**config.mk**
```make
export PLATFORM = sky130hd
export DESIGN_NAME = addsub_ascii_seq
export DESIGN_NICKNAME = d
export VERILOG_FILES = /design/src/rtl/addsub_ascii_seq_pkg.sv /design/src/rtl/addsub_ascii_seq_nibble_add.sv /design/src/rtl/addsub_ascii_seq.sv
export SDC_FILE = /design/constraint.sdc
export NUM_CORES = 1
export LEC_CHECK = 0
export ABC_AREA = 1
export BUFFER_PORTS_ARGS = -buffer_cell sky130_fd_sc_hd__clkbuf_2
export CAP_MARGIN = 20
export CORE_MARGIN = 4
export CORE_UTILIZATION = 57
export DETAILED_ROUTE_END_ITERATION = 6
export PLACE_DENSITY = 0.79
export SYNTH_ARGS = -nofsm -noshare
export SYNTH_HDL_FRONTEND = slang
export SYNTH_SLANG_ARGS = --single-unit
```
**constraint.sdc**
```tcl
create_clock -name clk -period 4.21 [get_ports clk]
set_clock_uncertainty 0.2 [all_clocks]
set_input_delay 0.842 -clock clk [delete_from_list [all_inputs] [get_ports clk]]
set_output_delay 0.842 -clock clk [all_outputs]
set_load 0.005 [all_outputs]
```
**src/rtl/addsub_ascii_seq_pkg.sv**
```systemverilog
// addsub_pkg: shared FSM state type, ASCII constants and nibble-to-hex-character helper
package addsub_pkg;
  typedef enum logic [2:0] {IDLE, CALC, FIXUP, EMIT, DONE} state_t;
  localparam logic [7:0] ASC_0 = 8'h30;
  localparam logic [7:0] ASC_A = 8'h41;
  localparam logic [7:0] ASC_MINUS = 8'h2D;
  localparam logic [7:0] ASC_ONE = 8'h31;
  function automatic logic [7:0] hex2ascii(input logic [3:0] n);
    return n < 4'd10 ? ASC_0 + 8'(n) : ASC_A + 8'(n) - 8'd10;
  endfunction
endpackage

```
**src/rtl/addsub_ascii_seq_nibble_add.sv**
```systemverilog
// nibble_add: 4-bit ripple adder slice (a, b, cin -> s, cout) built from four full-adder cells
module nibble_add (
  input  logic [3:0] a,
  input  logic [3:0] b,
  input  logic       cin,
  output logic [3:0] s,
  output logic       cout
);
  logic [4:0] c;
  assign c[0] = cin;
  for (genvar i = 0; i < 4; i++) begin : g_fa
    assign s[i] = a[i] ^ b[i] ^ c[i];
    assign c[i+1] = (a[i] & b[i]) | (c[i] & (a[i] ^ b[i]));
  end
  assign cout = c[4];
endmodule

```
**src/rtl/addsub_ascii_seq.sv**
```systemverilog
// addsub_ascii_seq: nibble-serial add/sub of Gl_r1/Gl_r2 on Gl_adder_start, result streamed as ASCII hex on L3_data/L3_valid/Gl_ready, with L3_busy, L3_done, L3_led status
module addsub_ascii_seq
  import addsub_pkg::*;
#(
  parameter int WIDTH = 8
) (
  input  logic             clk,
  input  logic             Gl_rst_n,
  input  logic             Gl_adder_start,
  input  logic             Gl_subtract,
  input  logic [WIDTH-1:0] Gl_r1,
  input  logic [WIDTH-1:0] Gl_r2,
  input  logic             Gl_ready,
  output logic [7:0]       L3_data,
  output logic             L3_valid,
  output logic             L3_busy,
  output logic             L3_done,
  output logic [7:0]       L3_led
);
  localparam int N = WIDTH / 4;
  localparam int CW = $clog2(N + 2);
  state_t state_q, state_d;
  logic [WIDTH-1:0] a_q, a_d, b_q, b_d, res_q, res_d, res_nx;
  logic sub_q, sub_d, c_q, c_d, neg_q, neg_d, flag_q, flag_d, valid_q, valid_d;
  logic [CW-1:0] cnt_q, cnt_d;
  logic [7:0] data_q, data_d, led_q, led_d, chr;
  logic [3:0] sum;
  logic cout;
  int di, sh;
  function automatic logic [WIDTH-1:0] rot(input logic [WIDTH-1:0] x);
    return (x >> 4) | (x << (WIDTH - 4));
  endfunction
  nibble_add u_add (
    .a   (a_q[3:0]),
    .b   (b_q[3:0] ^ {4{sub_q}}),
    .cin (c_q),
    .s   (sum),
    .cout(cout)
  );
  assign res_nx = (res_q >> 4) | (WIDTH'(sum) << (WIDTH - 4));
  always_comb begin
    state_d = state_q;
    a_d = a_q;
    b_d = b_q;
    res_d = res_q;
    sub_d = sub_q;
    c_d = c_q;
    neg_d = neg_q;
    flag_d = flag_q;
    valid_d = valid_q;
    cnt_d = cnt_q;
    data_d = data_q;
    led_d = led_q;
    di = int'(cnt_q) - int'(flag_q);
    sh = (di >= 0 && di < N) ? 4 * (N - 1 - di) : 0;
    chr = (flag_q && cnt_q == '0) ? (neg_q ? ASC_MINUS : ASC_ONE) : hex2ascii(4'(res_q >> sh));
    case (state_q)
      IDLE: if (Gl_adder_start) begin
        a_d = Gl_r1;
        b_d = Gl_r2;
        sub_d = Gl_subtract;
        c_d = Gl_subtract;
        cnt_d = '0;
        neg_d = 1'b0;
        flag_d = 1'b0;
        state_d = CALC;
      end
      CALC, FIXUP: begin
        a_d = rot(a_q);
        b_d = rot(b_q);
        res_d = res_nx;
        c_d = cout;
        cnt_d = cnt_q + CW'(1);
        if (cnt_q == CW'(N - 1)) begin
          cnt_d = '0;
          if (state_q == CALC && sub_q && !cout) begin
            a_d = rot(b_q);
            b_d = rot(a_q);
            c_d = 1'b1;
            neg_d = 1'b1;
            state_d = FIXUP;
          end else begin
            flag_d = (state_q == FIXUP) || (!sub_q && cout);
            led_d = {flag_d, 7'(res_nx)};
            state_d = EMIT;
          end
        end
      end
      EMIT: if (!valid_q || Gl_ready) begin
        if (int'(cnt_q) < N + int'(flag_q)) begin
          data_d = chr;
          valid_d = 1'b1;
          cnt_d = cnt_q + CW'(1);
        end else begin
          valid_d = 1'b0;
          state_d = DONE;
        end
      end
      default: state_d = IDLE;
    endcase
  end
  always_ff @(posedge clk or negedge Gl_rst_n) begin
    if (!Gl_rst_n) begin
      state_q <= IDLE;
      a_q <= '0;
      b_q <= '0;
      res_q <= '0;
      sub_q <= 1'b0;
      c_q <= 1'b0;
      neg_q <= 1'b0;
      flag_q <= 1'b0;
      valid_q <= 1'b0;
      cnt_q <= '0;
      data_q <= '0;
      led_q <= '0;
    end else begin
      state_q <= state_d;
      a_q <= a_d;
      b_q <= b_d;
      res_q <= res_d;
      sub_q <= sub_d;
      c_q <= c_d;
      neg_q <= neg_d;
      flag_q <= flag_d;
      valid_q <= valid_d;
      cnt_q <= cnt_d;
      data_q <= data_d;
      led_q <= led_d;
    end
  end
  assign L3_data = data_q;
  assign L3_valid = valid_q;
  assign L3_busy = state_q != IDLE;
  assign L3_done = state_q == DONE;
  assign L3_led = led_q;
endmodule

```
# == After elaboration in Yosys (flattened, before gate mapping) ==
# Cells that the tools add are included.
# totals
regBits,50
input_bits,21
output_inout_bits,19
# classes
add_sub_neg,7
order_cmp,4
n_eq_ne,12
n_shift,1
muxes,35
n_bitwise,25
reduce_logical,25
# ops
cell,n
$mux 8,8
$mux 32,1
$pmux 8 s2,2
$shr 8x32->4,1
$or 4x8->8,3
$reduce_and 4->1,4
$ne 2x2->1 const B,7
$mux 3,4
$mux 1,10
$pmux 3 s3,1
$add 7x4->8 const A,1
$and 1x1->1,8
$mux 2,4
$sub 8x4->8 const B,1
$xor 1x1->1,8
$add 6x4->7 const A,1
$eq 3x2->1 const B,2
$pmux 1 s2,3
$pmux 2 s3,1
$reduce_and 2->1,3
$reduce_and 3->1,2
$reduce_bool 3->1,2
$logic_and 1x1->1,5
$mux 5,1
20 further kinds,26

# == Logic depth before layout (Yosys ltp) ==
# Gate-level depths: netlist of run 1.
# logic_depth
ltp_word,15
ltp_mapped,14

# == Cells and area by module ==
# From an unflattened synthesis of run 1, not the netlist that was laid out.
# hier_totals
hier_cells,385
hier_area_um2,2827.7
# modules_own_cells
mod,n_inst,cells_each,area_each_um2,seq_area_each_um2
addsub_ascii_seq,1,371,2710.1,1226.2
nibble_add,1,14,117.6,0.0

# == Least setup slack after synthesis of run 1 ==
# Ideal clock, no wire load.
# synth_path
kind,flip-flop to flip-flop
from,reg sub_q
to,reg b_q[3]
setup_time_ns,0.116
arrival_ns,2.782
t_required_ns,3.894
path_slack_ns,1.111
stages_incl_launch_ff,15
path_buffers,3
path_cell_list,dfrtp_1 > buf_2 > xnor2_1 > fa_1 > fa_1 > fa_1 > fa_1 > buf_2 > nand3_4 > buf_6 > clkinv_8 > nand2_1 > nand3_1 > nand2_1 > nand2_1
# synth_via
elab_chain_len,15
elab_cells_between_ends,23
classes_between,mux: 3; bitwise: 17; reduce/logical: 3
# synth_lines
element,line,rtl
start: declaration,addsub_ascii_seq.sv:24,"logic sub_q, sub_d, c_q, c_d, neg_q, neg_d, flag_q, flag_d, valid_q, valid_d;"
start signal: assignment,addsub_ascii_seq.sv:121,sub_q <= sub_d;
$xor 4x4->4,addsub_ascii_seq.sv:35,".b (b_q[3:0] ^ {4{sub_q}}),"
$xor 1x1->1,addsub_ascii_seq_nibble_add.sv:13,assign c[i+1] = (a[i] & b[i]) | (c[i] & (a[i] ^ b[i]));
$and 1x1->1,addsub_ascii_seq_nibble_add.sv:13,
$or 1x1->1,addsub_ascii_seq_nibble_add.sv:13,
$and 1x1->1,addsub_ascii_seq_nibble_add.sv:13,
$or 1x1->1,addsub_ascii_seq_nibble_add.sv:13,
$and 1x1->1,addsub_ascii_seq_nibble_add.sv:13,
$or 1x1->1,addsub_ascii_seq_nibble_add.sv:13,
$and 1x1->1,addsub_ascii_seq_nibble_add.sv:13,
$or 1x1->1,addsub_ascii_seq_nibble_add.sv:13,
$logic_not 1->1,addsub_ascii_seq.sv:76,if (state_q == CALC && sub_q && !cout) begin
$logic_and 1x1->1 (*),addsub_ascii_seq.sv:76,
$mux 8 (*),addsub_ascii_seq.sv:76,
$mux 8 (*),addsub_ascii_seq.sv:74,if (cnt_q == CW'(N - 1)) begin
$pmux 8 s2 (*),addsub_ascii_seq.sv:57,case (state_q)
end signal: assignment,addsub_ascii_seq.sv:106,b_q <= '0;
end signal: assignment,addsub_ascii_seq.sv:119,b_q <= b_d;
end: declaration,addsub_ascii_seq.sv:23,"logic [WIDTH-1:0] a_q, a_d, b_q, b_d, res_q, res_d, res_nx;"
# Every way passes the cells marked *; elsewhere a longest branch is shown, timed or not.
# A chain may end at the register's enable or synchronous reset.

# == Worst setup path after layout of run 1 ==
# layout_path
from,reg sub_q
to,reg flag_q
# layout_via
elab_chain_len,15
elab_cells_between_ends,28
classes_between,eq/ne: 1; mux: 3; bitwise: 17; reduce/logical: 7
# layout_lines
element,line,rtl
$xor 4x4->4,addsub_ascii_seq.sv:35,
$xor 1x1->1,addsub_ascii_seq_nibble_add.sv:13,
$and 1x1->1,addsub_ascii_seq_nibble_add.sv:13,
$or 1x1->1,addsub_ascii_seq_nibble_add.sv:13,
$and 1x1->1,addsub_ascii_seq_nibble_add.sv:13,
$or 1x1->1,addsub_ascii_seq_nibble_add.sv:13,
$and 1x1->1,addsub_ascii_seq_nibble_add.sv:13,
$or 1x1->1,addsub_ascii_seq_nibble_add.sv:13,
$and 1x1->1,addsub_ascii_seq_nibble_add.sv:13,
$or 1x1->1,addsub_ascii_seq_nibble_add.sv:13,
$logic_and 1x1->1,addsub_ascii_seq.sv:83,flag_d = (state_q == FIXUP) || (!sub_q && cout);
$logic_or 1x1->1,addsub_ascii_seq.sv:83,
$mux 1,addsub_ascii_seq.sv:76,
$mux 1,addsub_ascii_seq.sv:74,
$pmux 1 s2,addsub_ascii_seq.sv:57,
end signal: assignment,addsub_ascii_seq.sv:124,flag_q <= flag_d;
end: declaration,addsub_ascii_seq.sv:24,
# Parallel ways exist; a longest one is shown, timed or not. The select of a mux whose other input is x is not followed.

==> results.tsv, run 1 <==
metric	value	unit
reg2reg_from	sub_q	
p_sw	1.54	mW
netlist_area	2880	µm²
post_cts_buffers	0	
ys_types	35	
r2r-end	flag_q	
min_to	L3_led[3]	
layout.nets	421	
synth_area_leaders	dfrtp_1, nand2_1, nand3_1	
setup_viol	0	
grt_pass1_wl	10800	µm
fill_cells	445	
worstSkewPairLatency	0.30	ns
combPwrFrac	0.603	
vias	2369	
syn_area_per_cell	8.06	µm²
clkSinkCount	49	
synth_top_area_frac	0.426	
tightest_slew	0.589	ns
detailedRoute.firstPassIterationCount	4	
r2r_slack	0.77	ns
die_h	79.0	µm
max_cap_violations	0	
fin_tns_setup	0	ns
dpl.hpwl	4450	µm
drc	0	
cts_buffers	5	
layout-drive-gt1-share	0.213	
finalHoldViolCount	0	
clkTransAtPathRegs	0.09	ns
avgRoutedWirePerCell	13.6	µm
critPathRequiredTime	4.26	ns
synth_top_flop_cell	dfrtp_1	
slew_headroom	0.607	
layout_min_cycle_time	3.44	ns
rows	25	
yosys.cell_count.top_type	nand2_1	
clkPwrFrac	0.111	
finalMaxSlewViolations	0	
ys_seq_area_frac	0.426	
clock_path_buffers	2	
p_seq_frac	0.287	
fin_crit_sh	0.818	
fin_area	3170	µm²
area_growth	10.3	%
internal-power	1.56	mW
p_leak	1.61	nW
initial_utilization	0.597	
synth-seq-cells	49	
design.core.area	4820	µm²
drt-initial-drc-count	103	
arrival	3.49	ns
placed_cells	449	
crit_path_end_kind	register	
instances_no_fill	457	
place_area	3060	µm²
cts_tree	built	
drt-total-wl	6240	µm
avgViaCountPerCell	5.18	
routabilityCongestion	0.877	
hp-class	register to register	
cp_max_fo	15	
port_buffers	38	
ant_nets	0	
power.density	978	nW/µm²
regArea	1230	µm²
hold_slack	0.292	ns
antenna-diode-count	0	
ctsResizeCount	0	
overflow	0	
synthArstFlopShare	1.00	
status	complete, no violations	
dieArea	6250	µm²
total_power	3.10	mW
critPathKind	register to register	
syn-instance-count	357	
worstHoldStart	L3_led[3]	
ir_drop	0.633	mV
die_w	79.0	µm
multiInputGateArea	1380	µm²
rsz0062_at_grt	false	
synth_common_cells	nand2_1, dfrtp_1, inv_1	
root_buffer	clkbuf_8	
synth-warning-count	0	
min_path_cells	2	
grt_antenna_before_repair	0	
syn_nets	389	
swShare	0.497	
grt_pass1_vias	2373	
r2r_cells	10	
holdBufCountCts	0	
synth_edf_count	0	
gr-usage-all-layers	0.213	
fmax	0.290	GHz
htree_levels	2	
critPathLaunchType	register	
io-pin-count	40	
grt_max_degree	36	
yosysTopAreaCell	dfrtp_1	
[logic make-up (layout without fill, tap and decap cells)]
| logic type | count (synthesis) | after routing | share of synthesized area |
|---|---|---|---|
| other cells | 1 | 1 | 0.00130 |
| xor+xnor | 4 | 4 | 0.0122 |
| fa+ha+maj | 11 | 11 | 0.0583 |
| compound gates | 60 | 60 | 0.121 |
| simple gates | 176 | 176 | 0.287 |
| flops | 49 | 49 | 0.426 |
| buf+inv | 56 | 89 | 0.0940 |
[cell type report]
type | count | share of cell area
Timing Repair Buffer | 39 | 0.0623
Clock buffer | 5 | 0.0217
Clock inverter | 3 | 0.0146
Sequential cell | 49 | 0.386
Inverter | 42 | 0.0536
Multi-Input combinational cell | 252 | 0.435
Tap cell | 67 | 0.0264
[power by group through the flow]
stage | combinational (mW) | sequential, mW | clock, mW
finish | 1.87 | 0.890 | 0.343
global route | 2.12 | 0.919 | 0.372
CTS | 1.88 | 0.890 | 0.348
detailed placement | 1.86 | 0.897 | 0
global placement | 1.79 | 0.888 | 0
floorplan | 1.51 | 0.853 | 0
[critical path, stage by stage, from the launching register on]
cell	delay (ns)
dfrtp_1	0.48
xnor2_1	0.20
fa_1	0.41
fa_1	0.40
fa_1	0.39
fa_1	0.55
nand2_1	0.17
nand3_2	0.25
inv_1	0.17
nand2_1	0.10
nand2_1	0.08
[flip-flops by register name, summed over array words and instances, names as in the netlist]
| signal | flops |
|---|---|
| flag_q | 1 |
| c_q | 1 |
| state_q | 3 |
| sub_q | 1 |
| b_q | 8 |
| neg_q | 1 |
| a_q | 8 |
| L3_valid | 1 |
| L3_led | 8 |
| cnt_q | 2 |
| L3_data | 7 |
| res_q | 8 |
[cell usage in the layout, fill, tap and decap left out, drive strengths merged]
cell	count
o21bai	1
nand4	8
conb	1
clkinv	2
o211ai	1
or2	7
nand3	34
nor3	1
bufinv	1
inv	41
ha	7
buf	1
clkbuf	43
xnor2	4
a21oi	14
a31oi	2
clkinvlp	1
nand2	93
o21a	1
nor2	33
dfrtp	49
fa	4
o21ai	41
[worst max-delay path by stage]
stage | from | endpoint | slack, ns
2_1_floorplan | sub_q | b_q[3] | 1.11
3_3_place_gp | sub_q | flag_q | 0.91
3_5_place_dp | sub_q | flag_q | 0.81
4_1_cts | sub_q | flag_q | 0.78
5_1_grt | sub_q | flag_q | 0.61
6_report | sub_q | flag_q | 0.77
[layer usage]
layer  GRT usage  up-vias  routed length, µm
li1            -     1207                  -
met1       0.275     1118               2900
met2       0.385       38               3090
met3      0.0317        6                201
met4      0.0361        0                 47
met5           0        -                  0
[per-stage QoR]
step	utilization	setup slack (ns)
2_1_floorplan	-	1.11
4_1_cts	0.659	0.783
6_report	0.659	0.767
3_3_place_gp	0.635	0.908
5_1_grt	0.659	0.614
3_5_place_dp	0.635	0.814
No activity file was read; power rests on OpenSTA's default activity.
==> run 2, diff against run 1 <==
- CORE_UTILIZATION: 57 -> 52
- PLACE_DENSITY: 0.79 -> 0.76
- clock period: 4.21 -> 2.8 ns (I/O delays scaled with it)
==> run 2 against run 1 <==
The flow now finishes with violations (setup timing); non-clock buffer count is 8 higher; flip-flop and latch count unchanged; via count grew 2.1%; global-route usage fell by 0.93 points; largest cell class unchanged.
==> results.tsv, run 2 (synthesis results as in run 1) <==
metric	value	unit
grt_antenna_before_repair	0	
clkSinkCount	49	
swShare	0.490	
critPathLaunchType	register	
cp_max_fo	10	
finalMaxSlewViolations	0	
drt-initial-drc-count	115	
fill_cells	479	
p_seq_frac	0.269	
max_cap_violations	0	
finalHoldViolCount	0	
gr-usage-all-layers	0.204	
tightest_slew	0.722	ns
final_cell_mix	nand2_1, dfrtp_1, clkbuf_2	
post_cts_buffers	0	
dp_slack	-0.128	ns
grt_pass1_wl	10700	µm
area_growth	14.6	%
clkTransAtPathRegs	0.10	ns
critPathRequiredTime	2.80	ns
cts_buffers	5	
multiInputGateArea	1450	µm²
die_w	82.4	µm
dpl.hpwl	4440	µm
setup_viol	20	
p_sw	2.38	mW
cpPeakStageDelay	0.43	ns
status	complete, but fails checks	
violations	setup timing	
antenna-diode-count	0	
cpMostUsedCell	fa_2	
htree_levels	2	
port_buffers	38	
io-pin-count	40	
crit_path_end_kind	register	
holdBufCountCts	0	
clock_path_buffers	2	
crit_chain	xnor2_1 -> fa_2 -> fa_2 -> fa_2 -> fa_2 -> nand3_4 -> clkinv_8 -> nand2_1 -> nand3_1 -> nand2_1 -> nand2_1	
critPathKind	register to register	
slew_headroom	0.519	
hp-class	primary input to async pin	
avgRoutedWirePerCell	12.9	µm
layout_min_cycle_time	2.88	ns
finalWorstSetupSlack	-0.0801	ns
ir_drop	0.708	mV
die_h	82.4	µm
vias	2419	
drt-total-wl	6040	µm
ant_nets	0	
arrival	2.88	ns
internal-power	2.48	mW
hold_slack	0.0952	ns
avgViaCountPerCell	5.15	
layout-drive-gt1-share	0.260	
rsz0062_at_grt	true	
rows	26	
cts_tree	built	
layout.nets	431	
fin_tns_setup	-0.637	ns
routabilityCongestion	0.843	
crit_slowest_cell	fa_2	
grt_pass1_vias	2316	
root_buffer	clkbuf_8	
dieArea	6790	µm²
overflow	0	
design.core.area	5240	µm²
drc	0	
p_leak	1.66	nW
final_common_cell	nand2_1	
power.density	1470	nW/µm²
regArea	1230	µm²
worstSkewPairLatency	0.31	ns
clkPwrFrac	0.095	
grt_max_degree	37	
fin_crit_sh	1.03	
detailedRoute.firstPassIterationCount	4	
initial_utilization	0.549	
combPwrFrac	0.635	
fmax	0.347	GHz
## run 2: changes by cell type in the layout (fill, tap and decap cells not counted), moves of 3 or more
cell / delta
fa_1: -4
nand2_1: -4
o21ai_1: +4
fa_2: +4
buf_4: +7
nand2_2: +3
o21ai_0: -5
## run 2: power groups by stage
stage | Combinational [mW] | Clock [mW] | Sequential [mW]
detailed placement | 2.95 | 0 | 1.32
global placement | 2.88 | 0 | 1.31
finish | 3.09 | 0.462 | 1.31
global route | 3.57 | 0.493 | 1.36
floorplan | 2.35 | 0 | 1.28
CTS | 3.05 | 0.465 | 1.31
## run 2: what timing repair did
| item | in CTS | in global routing |
|---|---|---|
| endpoints found under the setup margin | 25 | 30 |
| pin swaps | 1 | 2 |
| gates cloned | 2 | 0 |
| gates resized for setup | 5 | 11 |
## run 2: worst paths after layout
path | depth (start not counted) | to | slack [ns] | startpoint
max | 11 | b_q[3] | -0.08 | sub_q
min | 1 | a_q[2] | 0.1 | Gl_rst_n
max reg2reg | 11 | b_q[3] | -0.08 | sub_q
min reg2reg | 2 | L3_led[1] | 0.29 | L3_led[1]
max in group asynchronous | 2 | b_q[1] | 1.66 | Gl_rst_n
min in group clk | 2 | L3_led[1] | 0.29 | L3_led[1]
## run 2: metrics by stage
step | total power [mW] | std cells | utilization | instance area [µm²]
after floorplan | 3.63 | 357 | - | 2910
final | 4.86 | 470 | 0.629 | 3300
after global routing | 5.42 | 470 | 0.629 | 3300
after global placement | 4.19 | 460 | 0.598 | 3130
after CTS | 4.82 | 470 | 0.624 | 3270
after detailed placement | 4.27 | 460 | 0.598 | 3130
## run 2: worst max-delay path, delay by kind of cell (launching register included)
kind	cells	cell delay [ns]
AND/OR/NAND/NOR	5	0.46
flip-flops	1	0.40
XOR/XNOR	1	0.15
adder cells (fa/ha/maj)	4	1.47
buffers and inverters	1	0.10
## run 2: cell type report
type / instances / area share
clock buffer: 7 / 0.0292
clock inverter: 1 / 0.00152
inverter: 42 / 0.0516
multi-input combinational: 254 / 0.440
sequential: 49 / 0.372
tap: 70 / 0.0266
timing repair buffer: 47 / 0.0793
## run 2: layer usage
metal	up-vias	track usage	part of all wire
met1	1122	0.271	0.47
met2	52	0.342	0.47
met3	8	0.0412	0.045
li1	1237	-	-
met5	-	0	0
met4	0	0.0465	0.012
